$ cat src/rtl/key_schedule_ctrl_pkg.sv
// Shared definitions for the AES-128 key schedule controller: FSM encoding,
// AES-128 sizing constants and the byte substitution table used by the
// expansion round.
package key_schedule_ctrl_pkg;

  // AES-128 sizing
  localparam int NK           = 4;
  localparam int NR           = 10;
  localparam int NB_ROUNDKEYS = NR + 1;
  localparam int KEY_W        = 128;

  // Controller states
  typedef enum logic [1:0] {
    ST_IDLE   = 2'd0,
    ST_EXPAND = 2'd1,
    ST_READY  = 2'd2
  } state_t;

  // Forward S-box, entry 0x00 in the MSBs
  localparam logic [2047:0] SBOX_TABLE = {
    128'h637c777bf26b6fc53001672bfed7ab76,
    128'hca82c97dfa5947f0add4a2af9ca472c0,
    128'hb7fd9326363ff7cc34a5e5f171d83115,
    128'h04c723c31896059a071280e2eb27b275,
    128'h09832c1a1b6e5aa0523bd6b329e32f84,
    128'h53d100ed20fcb15b6acbbe394a4c58cf,
    128'hd0efaafb434d338545f9027f503c9fa8,
    128'h51a3408f929d38f5bcb6da2110fff3d2,
    128'hcd0c13ec5f974417c4a77e3d645d1973,
    128'h60814fdc222a908846eeb814de5e0bdb,
    128'he0323a0a4906245cc2d3ac629195e479,
    128'he7c8376d8dd54ea96c56f4ea657aae08,
    128'hba78252e1ca6b4c6e8dd741f4bbd8b8a,
    128'h703eb5664803f60e613557b986c11d9e,
    128'he1f8981169d98e949b1e87e9ce5528df,
    128'h8ca1890dbfe6426841992d0fb054bb16
  };

  // Single-byte S-box lookup
  function automatic logic [7:0] sbox(input logic [7:0] b);
    int idx;
    idx = 255 - int'(b);
    return SBOX_TABLE[idx*8 +: 8];
  endfunction

endpackage

$ cat src/rtl/key_schedule_ctrl_expand_round.sv
// One combinational AES-128 key expansion round: takes the previous round
// key and the round number (1..10) and produces the next round key. The
// round constant lives here and nowhere else.
module PipelinedKeyExpansionRound
  import key_schedule_ctrl_pkg::*;
(
  input  logic [KEY_W-1:0] keyIn,
  input  logic [3:0]       roundCount,
  output logic [KEY_W-1:0] keyOut
);

  logic [31:0] w_w0, w_w1, w_w2, w_w3;
  logic [31:0] w_rot, w_sub, w_temp;
  logic [31:0] w_n0, w_n1, w_n2, w_n3;
  logic [7:0]  w_rcon;

  // Round constant from the round number; out-of-range rounds give zero
  // NOTE: every always_comb output gets a default first so no latch is inferred.
  always_comb begin
    w_rcon = 8'h00;
    case (roundCount)
      4'd1:    w_rcon = 8'h01;
      4'd2:    w_rcon = 8'h02;
      4'd3:    w_rcon = 8'h04;
      4'd4:    w_rcon = 8'h08;
      4'd5:    w_rcon = 8'h10;
      4'd6:    w_rcon = 8'h20;
      4'd7:    w_rcon = 8'h40;
      4'd8:    w_rcon = 8'h80;
      4'd9:    w_rcon = 8'h1b;
      4'd10:   w_rcon = 8'h36;
      default: w_rcon = 8'h00;
    endcase
  end

  assign w_w0 = keyIn[127:96];
  assign w_w1 = keyIn[95:64];
  assign w_w2 = keyIn[63:32];
  assign w_w3 = keyIn[31:0];

  // RotWord, SubWord, then Rcon on the leading byte
  assign w_rot  = {w_w3[23:0], w_w3[31:24]};
  assign w_sub  = {sbox(w_rot[31:24]), sbox(w_rot[23:16]),
                   sbox(w_rot[15:8]),  sbox(w_rot[7:0])};
  assign w_temp = w_sub ^ {w_rcon, 24'h000000};

  // Each new word chains off the one before it
  assign w_n0 = w_w0 ^ w_temp;
  assign w_n1 = w_w1 ^ w_n0;
  assign w_n2 = w_w2 ^ w_n1;
  assign w_n3 = w_w3 ^ w_n2;

  assign keyOut = {w_n0, w_n1, w_n2, w_n3};

endmodule

$ cat src/rtl/key_schedule_ctrl.sv
// AES-128 key schedule controller. Accepts a cipher key, expands one round
// key per cycle through a single expansion-round instance, stores all
// Nr+1 round keys and serves them through a registered read port.
module key_schedule_ctrl
  import key_schedule_ctrl_pkg::*;
#(
  parameter int Nk = NK,
  parameter int Nr = NR
)(
  input  logic              clk,
  input  logic              rst,
  input  logic              key_valid,
  output logic              key_ready,
  input  logic [32*Nk-1:0]  key_in,
  input  logic              clear,
  output logic              busy,
  output logic              done,
  output logic              keys_valid,
  input  logic [3:0]        rd_addr,
  output logic [32*Nk-1:0]  rd_key
);

  localparam int         KW         = 32 * Nk;
  localparam logic [3:0] LAST_ROUND = 4'(Nr);

  state_t          r_state;
  logic [3:0]      r_round;
  logic [KW-1:0]   r_work_key;
  logic            r_keys_valid;
  logic            r_done;
  logic            r_busy;
  logic            r_key_ready;
  logic [KW-1:0]   r_rk [0:Nr];
  logic [KW-1:0]   r_rd_key;

  logic            w_accept;
  logic            w_wr_en;
  logic [3:0]      w_wr_addr;
  logic [KW-1:0]   w_wr_data;
  logic [KW-1:0]   w_round_key;

  PipelinedKeyExpansionRound u_round (
    .keyIn      (r_work_key),
    .roundCount (r_round),
    .keyOut     (w_round_key)
  );

  // clear always wins over an offered key
  assign w_accept = key_valid & r_key_ready & ~clear;

  // Storage write port: cipher key into slot 0 on acceptance, otherwise
  // the freshly expanded key into slot r_round while expanding
  always_comb begin
    w_wr_en   = 1'b0;
    w_wr_addr = r_round;
    w_wr_data = w_round_key;
    if (w_accept) begin
      w_wr_en   = 1'b1;
      w_wr_addr = 4'd0;
      w_wr_data = key_in;
    end else if (!clear && r_state == ST_EXPAND) begin
      w_wr_en   = 1'b1;
    end
  end

  // Controller FSM with registered status outputs
  // NOTE: state registers use non-blocking assignments so every flop samples pre-edge values.
  always_ff @(posedge clk or posedge rst) begin
    if (rst) begin
      r_state      <= ST_IDLE;
      r_round      <= 4'd0;
      r_work_key   <= '0;
      r_keys_valid <= 1'b0;
      r_done       <= 1'b0;
      r_busy       <= 1'b0;
      r_key_ready  <= 1'b1;
    end else begin
      r_done <= 1'b0;
      if (clear) begin
        r_state      <= ST_IDLE;
        r_round      <= 4'd0;
        r_keys_valid <= 1'b0;
        r_busy       <= 1'b0;
        r_key_ready  <= 1'b1;
      end else begin
        case (r_state)
          ST_IDLE, ST_READY: begin
            if (w_accept) begin
              r_state      <= ST_EXPAND;
              r_work_key   <= key_in;
              r_round      <= 4'd1;
              r_keys_valid <= 1'b0;
              r_busy       <= 1'b1;
              r_key_ready  <= 1'b0;
            end
          end
          ST_EXPAND: begin
            r_work_key <= w_round_key;
            if (r_round == LAST_ROUND) begin
              r_state      <= ST_READY;
              r_keys_valid <= 1'b1;
              r_done       <= 1'b1;
              r_busy       <= 1'b0;
              r_key_ready  <= 1'b1;
            end else begin
              r_round <= r_round + 4'd1;
            end
          end
          default: begin
            r_state     <= ST_IDLE;
            r_round     <= 4'd0;
            r_busy      <= 1'b0;
            r_key_ready <= 1'b1;
          end
        endcase
      end
    end
  end

  // Round-key storage, one write port; clear leaves contents untouched
  // NOTE: this array is reset explicitly because all entries must read as zero after rst.
  always_ff @(posedge clk or posedge rst) begin
    if (rst) begin
      for (int i = 0; i <= Nr; i++) r_rk[i] <= '0;
    end else if (w_wr_en) begin
      r_rk[w_wr_addr] <= w_wr_data;
    end
  end

  // Registered read port; indices beyond the last round read as zero
  always_ff @(posedge clk or posedge rst) begin
    if (rst) begin
      r_rd_key <= '0;
    end else if (rd_addr <= LAST_ROUND) begin
      r_rd_key <= r_rk[rd_addr];
    end else begin
      r_rd_key <= '0;
    end
  end

  assign key_ready  = r_key_ready;
  assign busy       = r_busy;
  assign done       = r_done;
  assign keys_valid = r_keys_valid;
  assign rd_key     = r_rd_key;

endmodule

$ cat config.mk
export PLATFORM = sky130hd
export DESIGN_NAME = key_schedule_ctrl
export DESIGN_NICKNAME = d
export VERILOG_FILES = /design/src/rtl/key_schedule_ctrl_pkg.sv /design/src/rtl/key_schedule_ctrl_expand_round.sv /design/src/rtl/key_schedule_ctrl.sv
export SDC_FILE = /design/constraint.sdc
export NUM_CORES = 2
export LEC_CHECK = 0
export ABC_AREA = 1
export CORE_MARGIN = 2
export CORE_UTILIZATION = 50
export DETAILED_ROUTE_END_ITERATION = 8
export GPL_ROUTABILITY_DRIVEN = 0
export HOLD_SLACK_MARGIN = 0.08
export PLACE_DENSITY_LB_ADDON = 0.12
export SLEW_MARGIN = 20
export SYNTH_ARGS = -nofsm -noshare
export SYNTH_HDL_FRONTEND = slang
export SYNTH_SLANG_ARGS = --single-unit
export TNS_END_PERCENT = 1
$ cat constraint.sdc
create_clock -name clk -period 65.4 [get_ports clk]
set_input_delay 9.81 -clock clk [delete_from_list [all_inputs] [get_ports clk]]
set_output_delay 9.81 -clock clk [all_outputs]
set_load 0.02 [all_outputs]
* Word-level counts from Yosys, hierarchy flattened *
Memory sizes are Yosys's and may differ from the RTL's.
Index checks and enable logic that the tools add are counted.

word-level totals
  memory bits (read-only) = 128
  memories = 1
  flip-flop bits (word level) = 1674
  logic and storage cells = 95
  input bits = 136
  output and inout bits = 132

operators by class
  bitwise gates (word level) = 10
  shift-type cells = 4
  reductions and logical operators = 11
  $add $sub $neg = 5
  muxes and demuxes = 34
  equal/unequal tests = 7
  magnitude comparators = 4

memory list
  memory            depth  width  read ports  clocked after memory_dff  wr ports  RTL line                              RTL
  (name not given)  16     8      1           0                         0         key_schedule_ctrl_expand_round.sv:21  case (roundCount)

operator list
  cell                                                                            number
  2048-bit by 32-bit indexed part select with 8-bit output, first input constant  4
  1408-bit bitwise mux                                                            1
  128-bit 2-to-1 mux                                                              6
  128-bit binary-select mux with 4-bit select                                     1
  128-bit demux with 4-bit select                                                 1
  128-bit case mux with 2 select lines                                            1
  32-bit bitwise XOR                                                              5
  8-bit by 8-bit subtractor with 9-bit output, first input constant               4
  4-bit 2-to-1 mux                                                                4
  1-bit 2-to-1 mux                                                                12
  5-bit >= comparator, second input constant                                      2
  4-bit NOT with 5-bit output                                                     2
  4-bit case mux with 2 select lines                                              1
  2-bit 2-to-1 mux                                                                3
  3-bit != test, second input constant                                            2
  1-bit case mux with 2 select lines                                              3
  3-bit AND reduction                                                             2
  5-bit by 1-bit < comparator with 1-bit output, second input constant            1
  4-bit by 1-bit adder with 4-bit output, second input constant                   1
  4-bit == test, second input constant                                            1
  4-bit less-or-equal comparator, second input constant                           1
  2-bit case mux with 2 select lines                                              1
  2-bit AND reduction                                                             2
  3-bit by 2-bit != test with 1-bit output, second input constant                 1
  other kinds (11)                                                                13

* Depth between registers and ports, before layout *
  word-level depth = 9
  gate-level depth with buffers = 26
  mapped depth without buffers = 24

* Cells and area by module *
A second synthesis with hierarchy kept.

unflattened totals
  cell total of the unflattened synthesis = 14523
  area, all modules = 97282.1 um^2

modules (own cells, without submodules)
  module                      instances  cells each  area each (um^2)  sequential area each (um^2)
  key_schedule_ctrl           1          11394       82203.8           41891.4
  PipelinedKeyExpansionRound  1          3129        15078.2           0.0

* Worst setup path before layout *
OpenSTA, ideal clock, no wires.

  path kind = input port to flip-flop
  start = input key_valid
  end = register r_rk[758] in the netlist's numbering
  library setup time = 0.136 ns
  arrival = 11.442 ns
  path buffers = 4
  slack = 53.822 ns
  data required time = 65.264 ns
  stages = 9
  cells stage by stage = nand2_1 nor2_1 clkbuf_1 clkbuf_1 clkbuf_1 nand2_1 o21ai_0 clkbuf_1 o21ai_0

between the ends
  longest elaborated chain between the ends = 9
  elaborated cells on any way between the ends = 12
  those cells by class = order compare (2); mux (6); bitwise (3); reduce/logical (1)

RTL lines
  item                                                                                                        RTL line                  RTL
  start: declaration                                                                                          key_schedule_ctrl.sv:12   input logic key_valid,
  1-bit AND * (2 in series)                                                                                   key_schedule_ctrl.sv:49   assign w_accept = key_valid & r_key_ready & ~clear;
  4-bit 2-to-1 mux                                                                                            key_schedule_ctrl.sv:57   if (w_accept) begin
  4-bit NOT with 5-bit output (implied by the code)                                                           key_schedule_ctrl.sv:126  r_rk[w_wr_addr] <= w_wr_data;
  5-bit >= comparator (implied by the code) or 5-bit by 1-bit < comparator with 1-bit output (tied branches)  key_schedule_ctrl.sv:126
  1-bit logical AND (implied by the code)                                                                     key_schedule_ctrl.sv:126
  128-bit 2-to-1 mux (implied by the code)                                                                    key_schedule_ctrl.sv:126
  128-bit demux with 4-bit select                                                                             key_schedule_ctrl.sv:126
  1408-bit bitwise mux                                                                                        key_schedule_ctrl.sv:126
  end signal: indexed assignment                                                                              key_schedule_ctrl.sv:126
  end: declaration                                                                                            key_schedule_ctrl.sv:33   logic [KW-1:0] r_rk [0:Nr];

Mark *: on every way between the ends. The rest lies on a longest branch, timed or not.
A chain may end at the register's enable or synchronous reset.

==> impl_metrics.env <==
export IMPL_yosysMostFrequentCell="nand2_1"
export IMPL_multi_input_area_sq_um=40000
export IMPL_hpwl_mm=209
export IMPL_ys_seq_elements=1674
export IMPL_cts_buffer_depth=3
export IMPL_synth_xor_area_frac=0.000796
export IMPL_synth_compound_area_share=0.166
export IMPL_grt_pass1_wl_mm=534
export IMPL_cts_inserted_buffers=180
export IMPL_syn_to_final_growth_pct=10.1
export IMPL_fill_cells=16200
export IMPL_io_buffers=267
export IMPL_setup_viol=0
export IMPL_finalWorstSetupSlack_ps=51010
export IMPL_async_reset_ff_frac=1.00
export IMPL_yosysWarnings=0
export IMPL_grtUsageTotal=0.393
export IMPL_hold_path_class="reg2reg"
export IMPL_worstPathRequired_ps=66250
export IMPL_yosysTopAreaCellShare=0.476
export IMPL_setup_tns_final_ps=0
export IMPL_cts_tree="yes"
export IMPL_regArea_sq_um=41900
export IMPL_grt_max_degree=216
export IMPL_coreArea_sq_um=174000
export IMPL_stdcell_count=13700
export IMPL_drt_pass1_iter_count=9
export IMPL_drc=2
export IMPL_critPathArrivalTime_ps=15230
export IMPL_htree_levels=4
export IMPL_crit_path_start_kind="input port"
export IMPL_slew_headroom=0.176
export IMPL_reg2reg_from="r_work_key[8]"
export IMPL_die_y_um=424
export IMPL_fmax_mhz=69.5
export IMPL_finalMaxSlewViolations=0
export IMPL_yosysTopAreaCell="dfrtp_1"
export IMPL_fin_crit_ps=14390
export IMPL_outcome="finished with violations"
export IMPL_cp_end_kind="async pin"
export IMPL_startpoint="rst"
export IMPL_syn_area_per_cell_sq_um=7.58
export IMPL_ir_drop_mv=0.0411
export IMPL_maxCapViolations=0
export IMPL_cts_root_buf="clkbuf_16"
export IMPL_p_leak_nw=46.3
export IMPL_period_share=0.220
export IMPL_holdBufCountCts=0
export IMPL_dpl_worst_slack_ps=49990
export IMPL_synth_top_family_by_area="simple AND/OR/NAND/NOR gates"
export IMPL_synth_simple_gate_area_frac=0.277
export IMPL_synthMuxAreaShare=0
export IMPL_crit_path_max_fanout=148
export IMPL_violations="design-rule violations"
export IMPL_fin_worst_skew_ps=72.8
export IMPL_worstHoldStart="r_rk[217]"
export IMPL_syn_nets=11800
export IMPL_overflow=0
export IMPL_use_met2=0.560
export IMPL_routedWlPerCell_um=26.2
export IMPL_yosysSeqAreaShare=0.476
export IMPL_drive_gt1_frac=0.0553
export IMPL_drtAntennaViolNets=0
export IMPL_fin_util=0.556
export IMPL_synth_edf_count=0
export IMPL_antenna_found_initial=26
export IMPL_final_hold_viol_count=0
export IMPL_met3_usage=0.125
export IMPL_die_w_um=424
export IMPL_insertion_delay_ps=870
export IMPL_placementRows=153
export IMPL_drt_iter0_markers=15400
export IMPL_dieArea_sq_um=179000
export IMPL_routed_via_density=6.41
export IMPL_vias=87600
export IMPL_busiest_layer="met2"
export IMPL_powerDensity_nw_per_um2=49.6
export IMPL_worst_pin_slew_ps=1240
export IMPL_grt_pass1_vias=81700
export IMPL_io_pins=268
export IMPL_final_nets=11400
export IMPL_path_clk_slew_ps=60
export IMPL_ys_flop_type="dfrtp_1"
export IMPL_rsz0062_at_grt="no"
export IMPL_drt_wl_total_mm=358
export IMPL_start_util=0.505
export IMPL_clock_sinks=1674
export IMPL_cts_resized=0
export IMPL_synthCells=11600
export IMPL_synth_area_leaders="dfrtp_1 48%, nand2_1 14%, nand3_1 11%, o21ai_0 10%, clkbuf_1 3.0%"
export IMPL_dpl_cell_count=13300
export IMPL_syn_cell_area_sq_um=88000
export IMPL_met1_usage=0.507
export IMPL_post_cts_buffers=0
export IMPL_synth_fa_ha_area_frac=0.00867
export IMPL_critPathKind="in2async"
export IMPL_yosys_cell_types_count=41
export IMPL_synth_common_cells="3321 x nand2_1, 1850 x nand3_1, 1791 x o21ai_0"
## critical path, cell delays in order
cell and delay (ps):
clkdlybuf4s50_1 490, inv_8 570, buf_4 800, buf_4 840
buf_12 630, buf_4 850, buf_4 800
## per-layer routing
metal | up-vias | share of wire
met3 | 1436 | 0.13
met5 | - | 0.00074
li1 | 38200 | -
met4 | 26 | 0.082
met2 | 6223 | 0.42
met1 | 41800 | 0.37
## stage by stage
stage	hold WS (ps)	area, sq um	total power (W)
2_1_floorplan	444	88000	0.00281
3_3_place_gp	456	90500	0.00357
3_5_place_dp	460	90600	0.00360
4_1_cts	477	96800	0.00467
5_1_grt	484	96900	0.00501
6_report	474	96900	0.00481
## report_power, final
part / switching (W) / internal, W / leakage [nW] / total, W
logic: 0.00186 / 0.000559 / 21.2 / 0.00242
registers: 0.000113 / 0.00121 / 22.0 / 0.00132
clock network: 0.000448 / 0.000623 / 3.08 / 0.00107
## layout by cell type, fill, tap and decap left out, types with 13 or more instances in the layout
cell,n
nand3_1,1850
a32o_1,128
o21ai_2,22
bufinv_16,14
o211ai_1,13
a21oi_1,283
clkbuf_8,46
o22ai_1,25
o2111ai_1,66
buf_4,146
or2_2,23
clkbuf_1,36
nand2_2,41
a221oi_1,156
dfrtp_1,1668
clkbuf_16,182
ha_1,61
nand4_1,21
inv_2,16
nand2_1,3318
o21ai_0,1763
clkdlybuf4s50_1,264
nand3_2,13
o21ai_1,95
nor2_1,470
clkinv_2,38
a22oi_1,33
nor2_4,13
inv_1,428
## final cells by class
type,instances,area share
inverter,473,0.0196
antenna,11,0.000284
multi-input combinational,8435,0.413
sequential,1674,0.432
clock inverter,67,0.00953
tap,2325,0.0300
clock buffer,264,0.0549
timing repair buffer,418,0.0400
## final timing paths
check                               to  cells past startpoint  slack, ps
min in group asynchronous  rd_key[103]                      2       9530
setup reg to reg             r_rk[145]                     19      59740
max in group clk              r_rk[96]                     10      51690
hold reg to reg              r_rk[217]                      2        470
hold / removal               r_rk[217]                      2        470
setup / recovery             r_rk[917]                      7      51010
## sequential cells by signal, indices dropped and copies added, names as in the netlist
signal and cells:
r_rk 1408, done 1, busy 1, key_ready 1, keys_valid 1, rd_key 128
r_work_key 128, r_state 2, r_round 4
## logic make-up after synthesis
group / Yosys count
xor gates and xnor gates: 8
AOI/OAI and AO/OA: 2591
adders and majority gates: 61
DFF: 1674
buffers and inverters: 1496
and+or+nand+nor: 5775
(Power assumes the default switching activity.)
